File: src/rtl/npc_pkg.sv
// Shared definitions for the NPC PC sequencer: PC-source encodings, FSM states, reset PC.
// Optional feature macro used by the sequencer: NPC_PC_MISALIGN_TRAP_EN.
package npc_pkg;

  localparam int unsigned XLEN_DEFAULT     = 32;
  localparam logic [31:0] RESET_PC_DEFAULT = 32'h8000_0000;

  localparam logic [1:0] PC_SRC_PLUS4  = 2'b00;
  localparam logic [1:0] PC_SRC_IMM    = 2'b01;
  localparam logic [1:0] PC_SRC_ALU    = 2'b10;
  localparam logic [1:0] PC_SRC_BRANCH = 2'b11;

  typedef enum logic [2:0] {
    SEQ_IDLE = 3'd0,
    SEQ_REQ  = 3'd1,
    SEQ_WAIT = 3'd2,
    SEQ_EXEC = 3'd3,
    SEQ_CMT  = 3'd4,
    SEQ_HALT = 3'd5
  } seq_state_e;

  function automatic logic pc_misaligned(input logic [1:0] pc_low);
    return pc_low != 2'b00;
  endfunction

endpackage

File: src/rtl/npc_pc_sequencer_if.sv
// Instruction-fetch port between the PC sequencer (master) and instruction memory (slave).
// The request address is the sequencer's pc_o output.
interface npc_pc_sequencer_if;

  logic        ifu_req_valid;
  logic        ifu_req_ready;
  logic        ifu_rsp_valid;
  logic [31:0] ifu_rsp_inst;

  modport master (
    output ifu_req_valid,
    input  ifu_req_ready,
    input  ifu_rsp_valid,
    input  ifu_rsp_inst
  );

  modport slave (
    input  ifu_req_valid,
    output ifu_req_ready,
    output ifu_rsp_valid,
    output ifu_rsp_inst
  );

endinterface

File: src/rtl/npc_next_pc.sv
// Combinational next-PC select: PC+4, PC+imm, jalr target (bit 0 cleared) or conditional branch.
// All arithmetic wraps modulo 2^XLEN.
module npc_next_pc
  import npc_pkg::*;
#(
  parameter int unsigned XLEN = XLEN_DEFAULT
) (
  input  logic [XLEN-1:0] pc,
  input  logic [1:0]      pc_src,
  input  logic [XLEN-1:0] imm,
  input  logic [XLEN-1:0] alu_result,
  input  logic            br_taken,
  output logic [XLEN-1:0] next_pc
);

  logic [XLEN-1:0] pc_plus4;
  logic [XLEN-1:0] pc_plus_imm;
  logic [XLEN-1:0] jalr_target;

  always_comb begin
    pc_plus4    = pc + XLEN'(4);
    pc_plus_imm = pc + imm;
    jalr_target = {alu_result[XLEN-1:1], 1'b0};
  end

  always_comb begin
    next_pc = pc_plus4;
    case (pc_src)
      PC_SRC_PLUS4:  next_pc = pc_plus4;
      PC_SRC_IMM:    next_pc = pc_plus_imm;
      PC_SRC_ALU:    next_pc = jalr_target;
      PC_SRC_BRANCH: next_pc = br_taken ? pc_plus_imm : pc_plus4;
      default:       next_pc = pc_plus4;
    endcase
  end

endmodule

File: src/rtl/npc_pc_sequencer.sv
// Architectural PC owner and single-instruction-in-flight fetch/execute/commit sequencer.
// Optional misaligned-target trap enabled by defining NPC_PC_MISALIGN_TRAP_EN.
module npc_pc_sequencer
  import npc_pkg::*;
#(
  parameter int unsigned     XLEN     = XLEN_DEFAULT,
  parameter logic [XLEN-1:0] RESET_PC = XLEN'(RESET_PC_DEFAULT)
) (
  input  logic                       clk,
  input  logic                       rst,
  npc_pc_sequencer_if.master         ifu,
  output logic [31:0]                inst_o,
  output logic                       inst_valid,
  output logic [XLEN-1:0]            pc_o,
  input  logic [1:0]                 pc_src,
  input  logic [XLEN-1:0]            imm,
  input  logic [XLEN-1:0]            alu_result,
  input  logic                       br_taken,
  input  logic                       exu_done,
  input  logic                       halt,
  output logic                       commit,
`ifdef NPC_PC_MISALIGN_TRAP_EN
  output logic                       misalign,
`endif
  output logic                       halted
);

  seq_state_e      state_q;
  seq_state_e      state_d;

  logic [XLEN-1:0] pc_q;
  logic [XLEN-1:0] next_pc_q;
  logic [XLEN-1:0] next_pc;
  logic [31:0]     inst_q;
  logic            inst_valid_q;

  logic            rsp_accept;
  logic            exec_retire;
  logic            exec_fault;

  npc_next_pc #(
    .XLEN (XLEN)
  ) u_next_pc (
    .pc         (pc_q),
    .pc_src     (pc_src),
    .imm        (imm),
    .alu_result (alu_result),
    .br_taken   (br_taken),
    .next_pc    (next_pc)
  );

  // A fault diverts a completing instruction to HALT before its PC is ever latched.
`ifdef NPC_PC_MISALIGN_TRAP_EN
  logic misalign_q;
  logic target_misaligned;
  always_comb target_misaligned = pc_misaligned(next_pc[1:0]);
`else
  logic target_misaligned;
  always_comb target_misaligned = 1'b0;
`endif

  always_ff @(posedge clk) begin
    if (rst) begin
      state_q <= SEQ_IDLE;
    end else begin
      state_q <= state_d;
    end
  end

  always_comb begin
    state_d           = state_q;
    ifu.ifu_req_valid = 1'b0;
    commit            = 1'b0;
    rsp_accept        = 1'b0;
    exec_retire       = 1'b0;
    exec_fault        = 1'b0;
    case (state_q)
      SEQ_IDLE: state_d = SEQ_REQ;
      SEQ_REQ: begin
        ifu.ifu_req_valid = 1'b1;
        if (ifu.ifu_req_ready) state_d = SEQ_WAIT;
      end
      SEQ_WAIT: begin
        if (ifu.ifu_rsp_valid) begin
          rsp_accept = 1'b1;
          state_d    = SEQ_EXEC;
        end
      end
      SEQ_EXEC: begin
        if (exu_done) begin
          if (halt) begin
            state_d = SEQ_HALT;
          end else if (target_misaligned) begin
            exec_fault = 1'b1;
            state_d    = SEQ_HALT;
          end else begin
            exec_retire = 1'b1;
            state_d     = SEQ_CMT;
          end
        end
      end
      SEQ_CMT: begin
        commit  = 1'b1;
        state_d = SEQ_REQ;
      end
      SEQ_HALT: state_d = SEQ_HALT;
      default:  state_d = SEQ_IDLE;
    endcase
  end

  always_ff @(posedge clk) begin
    if (rst) begin
      pc_q         <= RESET_PC;
      next_pc_q    <= '0;
      inst_q       <= '0;
      inst_valid_q <= 1'b0;
    end else begin
      inst_valid_q <= rsp_accept;
      if (rsp_accept)         inst_q    <= ifu.ifu_rsp_inst;
      if (exec_retire)        next_pc_q <= next_pc;
      if (state_q == SEQ_CMT) pc_q      <= next_pc_q;
    end
  end

`ifdef NPC_PC_MISALIGN_TRAP_EN
  always_ff @(posedge clk) begin
    if (rst) begin
      misalign_q <= 1'b0;
    end else if (exec_fault) begin
      misalign_q <= 1'b1;
    end
  end
  assign misalign = misalign_q;
`endif

  assign pc_o       = pc_q;
  assign inst_o     = inst_q;
  assign inst_valid = inst_valid_q;
  assign halted     = (state_q == SEQ_HALT);

endmodule
File: src/flat_wrapper.sv
// flat-port wrapper written by rule: the top's interface ports become plain ports
module npc_pc_sequencer_flat import npc_pkg::*;
#(
  parameter int unsigned     XLEN     = XLEN_DEFAULT,
  parameter logic [XLEN-1:0] RESET_PC = XLEN'(RESET_PC_DEFAULT)
)
  (clk, rst, inst_o, inst_valid, pc_o, pc_src, imm, alu_result, br_taken, exu_done, halt, commit, halted, ifu_ifu_req_valid, ifu_ifu_req_ready, ifu_ifu_rsp_valid, ifu_ifu_rsp_inst);
  npc_pc_sequencer_if ifu_i ();
  input  logic clk;
  input  logic rst;
  output logic [31:0] inst_o;
  output logic inst_valid;
  output logic [XLEN-1:0] pc_o;
  input  logic [1:0] pc_src;
  input  logic [XLEN-1:0] imm;
  input  logic [XLEN-1:0] alu_result;
  input  logic br_taken;
  input  logic exu_done;
  input  logic halt;
  output logic commit;
  output logic halted;
  output wire logic [$bits(ifu_i.ifu_req_valid)-1:0] ifu_ifu_req_valid;
  input wire logic [$bits(ifu_i.ifu_req_ready)-1:0] ifu_ifu_req_ready;
  input wire logic [$bits(ifu_i.ifu_rsp_valid)-1:0] ifu_ifu_rsp_valid;
  input wire logic [$bits(ifu_i.ifu_rsp_inst)-1:0] ifu_ifu_rsp_inst;
  assign ifu_ifu_req_valid = ifu_i.ifu_req_valid;
  assign ifu_i.ifu_req_ready = ifu_ifu_req_ready;
  assign ifu_i.ifu_rsp_valid = ifu_ifu_rsp_valid;
  assign ifu_i.ifu_rsp_inst = ifu_ifu_rsp_inst;
  npc_pc_sequencer #(.XLEN(XLEN), .RESET_PC(RESET_PC)) u_core (.clk(clk), .rst(rst), .ifu(ifu_i), .inst_o(inst_o), .inst_valid(inst_valid), .pc_o(pc_o), .pc_src(pc_src), .imm(imm), .alu_result(alu_result), .br_taken(br_taken), .exu_done(exu_done), .halt(halt), .commit(commit), .halted(halted));
endmodule
File: config.mk
export PLATFORM = sky130hd
export DESIGN_NAME = npc_pc_sequencer_flat
export DESIGN_NICKNAME = d
export VERILOG_FILES = /design/src/rtl/npc_pkg.sv /design/src/rtl/npc_pc_sequencer_if.sv /design/src/rtl/npc_next_pc.sv /design/src/rtl/npc_pc_sequencer.sv /design/src/flat_wrapper.sv
export SDC_FILE = /design/constraint.sdc
export NUM_CORES = 1
export LEC_CHECK = 0
export BUFFER_PORTS_ARGS = -buffer_cell sky130_fd_sc_hd__buf_4
export CAP_MARGIN = 15
export CORE_ASPECT_RATIO = 1.25
export CORE_MARGIN = 10
export CORE_UTILIZATION = 45
export DETAILED_ROUTE_END_ITERATION = 16
export PLACE_DENSITY = 0.74
export SLEW_MARGIN = 20
export SYNTH_ARGS = -nofsm -noshare
export SYNTH_HDL_FRONTEND = slang
export SYNTH_SLANG_ARGS = --single-unit
File: constraint.sdc
create_clock -name clk -period 6.6 [get_ports clk]
set_input_delay 1.65 -clock clk [delete_from_list [all_inputs] [get_ports clk]]
set_output_delay 1.65 -clock clk [all_outputs]
set_load 0.1 [all_outputs]
==> run summary <==
worst flop-to-flop path endpoint - u_core.next_pc_q[30]
Avg Cell Area, Syn - 7.51 sq um
unrepaired setup endpoints after global routing - false
r2r setup slk - 3570 ps
Async SR Flop Fraction - 0%
Vias/cell - 5.55
pin count of the biggest net entering global routing - 73
VDD IR max - 108 uV
min Tclk post-route - 4010 ps
Worst EP required - 6810 ps
post_cts resized - 0
Setup crit end - u_core.next_pc_q[30]
Internal Power - 0.956 mW
worst-case clock buffer depth - 2
Psw - 0.395 mW
I/O Buffers - 171
final setup violation count - 0
later-pin clock latency in the skew report - 350 ps
Register Area - 2000 sq um
leading area contributor after synthesis - dfxtp_1
number of core rows - 47
Critical Path Start Type - primary input
clock share of power - 39.3%
Post-DRT Antenna Nets - 0
Setup TNS - 0 ps
initial antenna violation count - 0
post-synthesis cell count - 802
Seq/Total Area, Yosys - 33.2%
Worst Skew - 8.15 ps
fin area - 7720 sq um
Fillers - 1,271
hpwl dp - 14.0 mm
Critical Path, Cell by Cell - buf_4, ha_1, inv_1, fa_1, nor2b_2, o2111a_2, o21ai_2, o31a_4, o21ai_0, a21oi_1, o21ai_2, nand4_1, mux2i_1, a31oi_1
worst path buffer plus inverter count - 2
initial cell density of the core - 45.7%
most used cell, CP - o21ai_2
Post-synth EDFFs - 0
Detailed Routing Iterations Pass 1 - 5
max_slew headroom - 33.0%
largest cells by area after synthesis - dfxtp_1 (33%), nand2_1 (11%), a21oi_1 (11%)
Final Max Tran Viols - 0
Final #Nets - 1,086
Die Ht - 149 um
Total Routing Usage GR - 20.3%
H-tree levels - 3
Largest delay share family, worst path - compound AO/OA/AOI/OAI gates
wirelength, routed - 19.5 mm
Worst R2R Start - u_core.pc_o[0]
drt initial violations - 415
Die ar. - 18,400 sq um
#FFs+latches synth - 100
PD cells - 175 nW/um^2
Wirelength per Cell - 17.4 um
Boundary Pins - 173
crit path launch - imm[0]
number of global-route vias before repair - 6,085
CTS root buf - clkbuf_16
status - completed
total grt overflow - 0
WS Path Type - primary input to register
cell with the most instances after synthesis - nand2_1
delay of the slowest cell on the worst path - 410 ps
Crit path depth - 14
Synth Net Count - 940
arrival time at the worst endpoint - 4220 ps
sw frac - 29.2%
Netlist cell types - 60
DR vias - 6,241
P_leak - 3.35 nW
total clock sinks - 100
DRC viols - 0
worst-margin pin slew - 1000 ps
area share of the largest cell type after synthesis - 33.2%
ys flop type - dfxtp_1
CP Capture Type - register
Hold Path Class - register to register
Fmax - 0.250 GHz
fin crit share - 60.7%
sequential share of power - 45.7%
# Post-CTS Setup Buffers - 0
area delta synth->final - 28.1%
Mapped Area - 6030 sq um
clock slew at the register clock pins of the worst setup and hold paths - 80 ps
Synth top cells by count - nand2_1 (177), a21oi_1 (127), dfxtp_1 (100)
diodes inserted - 0
global-route wire length before repair - 30.6 mm
core area - 13,200 sq um
share of layout cells above drive strength 1 - 22.8%
die width - 124 um
area occupied by multi-input gates - 3800 sq um
CTS tree - yes
synth warn - 0
Post-CTS Hold Fix Bufs - 0
Crit-path slowest cell - fa_1
crit path max fanout - 5
Max Cap Violations - 0
Fin. Hold Viols - 0
FF-to-FF path depth - 13
Placer Congestion - 0.915
Comb pwr share - 15.0%
placed inst area - 7420 sq um
CTS buffer count - 9
[tightest hold or removal path, delay by kind of cell (launching register included)]
kind            cells  cell delay [ps]
compound gates      1               50
flops               1              310
simple gates        1               50
[worst min-delay path by stage]
stage                         start               to  slack [ps]  depth (start not counted)
2_1_floorplan   u_core.next_pc_q[1]   u_core.pc_o[1]         430                          2
3_3_place_gp   u_core.next_pc_q[30]  u_core.pc_o[30]         440                          2
3_5_place_dp   u_core.next_pc_q[23]  u_core.pc_o[23]         440                          2
4_1_cts        u_core.next_pc_q[14]  u_core.pc_o[14]         450                          2
5_1_grt        u_core.next_pc_q[29]  u_core.pc_o[29]         470                          2
6_report       u_core.next_pc_q[10]  u_core.pc_o[10]         450                          2
[metal layers]
| metal | part of all wire (%) | up-vias | track usage (%) |
|---|---|---|---|
| met4 | 1.1 | 0 | 4.49 |
| met3 | 7.4 | 19 | 3.90 |
| met5 | 0 | - | 0 |
| met2 | 50 | 218 | 36.0 |
| met1 | 42 | 2875 | 24.5 |
| li1 | - | 3129 | - |
[sequential cells by signal (all words and copies together) (netlist names)]
name               flops
u_core.next_pc_q      32
u_core.pc_o           32
u_core.state_q         3
u_core.inst_valid      1
u_core.inst_o         32
[through the flow]
stage               hold slack [ps]  setup WS (ps)  util (%)  instances  total power [mW]
floorplan                       429           2600         -        802             0.748
global placement                436           2310      56.4       1108             0.832
detailed placement              441           2280      56.4       1108             0.833
CTS                             452           2640      58.6       1124              1.36
global route                    468           2430      58.6       1124              1.40
finish                          449           2590      58.6       1124              1.35
[final cells by class]
type                    count  area share, %
flip-flops and latches    100           25.9
inverters                  17          0.827
clock inverters             7          0.875
clock buffers               9           2.92
repair buffers            179           17.4
multi-input cells         641           49.3
well taps                 171           2.77
[cells by family after synthesis]
| family | after synthesis | share of synthesized area [%] |
|---|---|---|
| compound gates | 264 | 27.2 |
| xor+xnor | 52 | 7.56 |
| fa+ha+maj | 33 | 6.98 |
| buf+inv | 61 | 3.88 |
| flops | 100 | 33.2 |
| mux | 3 | 0.498 |
| simple gates | 289 | 20.6 |
[cells in the final DEF, fill, tap and decap left out, drive strengths merged, types with 6 or more instances in the layout]
cell type,Yosys,routed
buf,5,179
nand2,177,177
a21oi,129,129
dfxtp,100,100
o21ai,58,58
nor2,38,38
ha,32,32
xnor2,31,31
nand3,26,26
inv,17,22
xor2,21,21
a221oi,20,20
a21o,14,14
and3,12,12
nand4,9,9
clkbuf,39,9
nor3,8,8
nand2b,6,6
a31oi,6,6
a211oi,6,6
[power groups by stage]
stage | registers (mW) | logic [mW] | clock network, mW
after floorplan | 0.662 | 0.0862 | 0
after global placement | 0.631 | 0.201 | 0
after detailed placement | 0.631 | 0.202 | 0
after CTS | 0.617 | 0.203 | 0.540
after global routing | 0.618 | 0.218 | 0.566
final | 0.617 | 0.203 | 0.531
No activity file was read; power rests on OpenSTA's default activity.
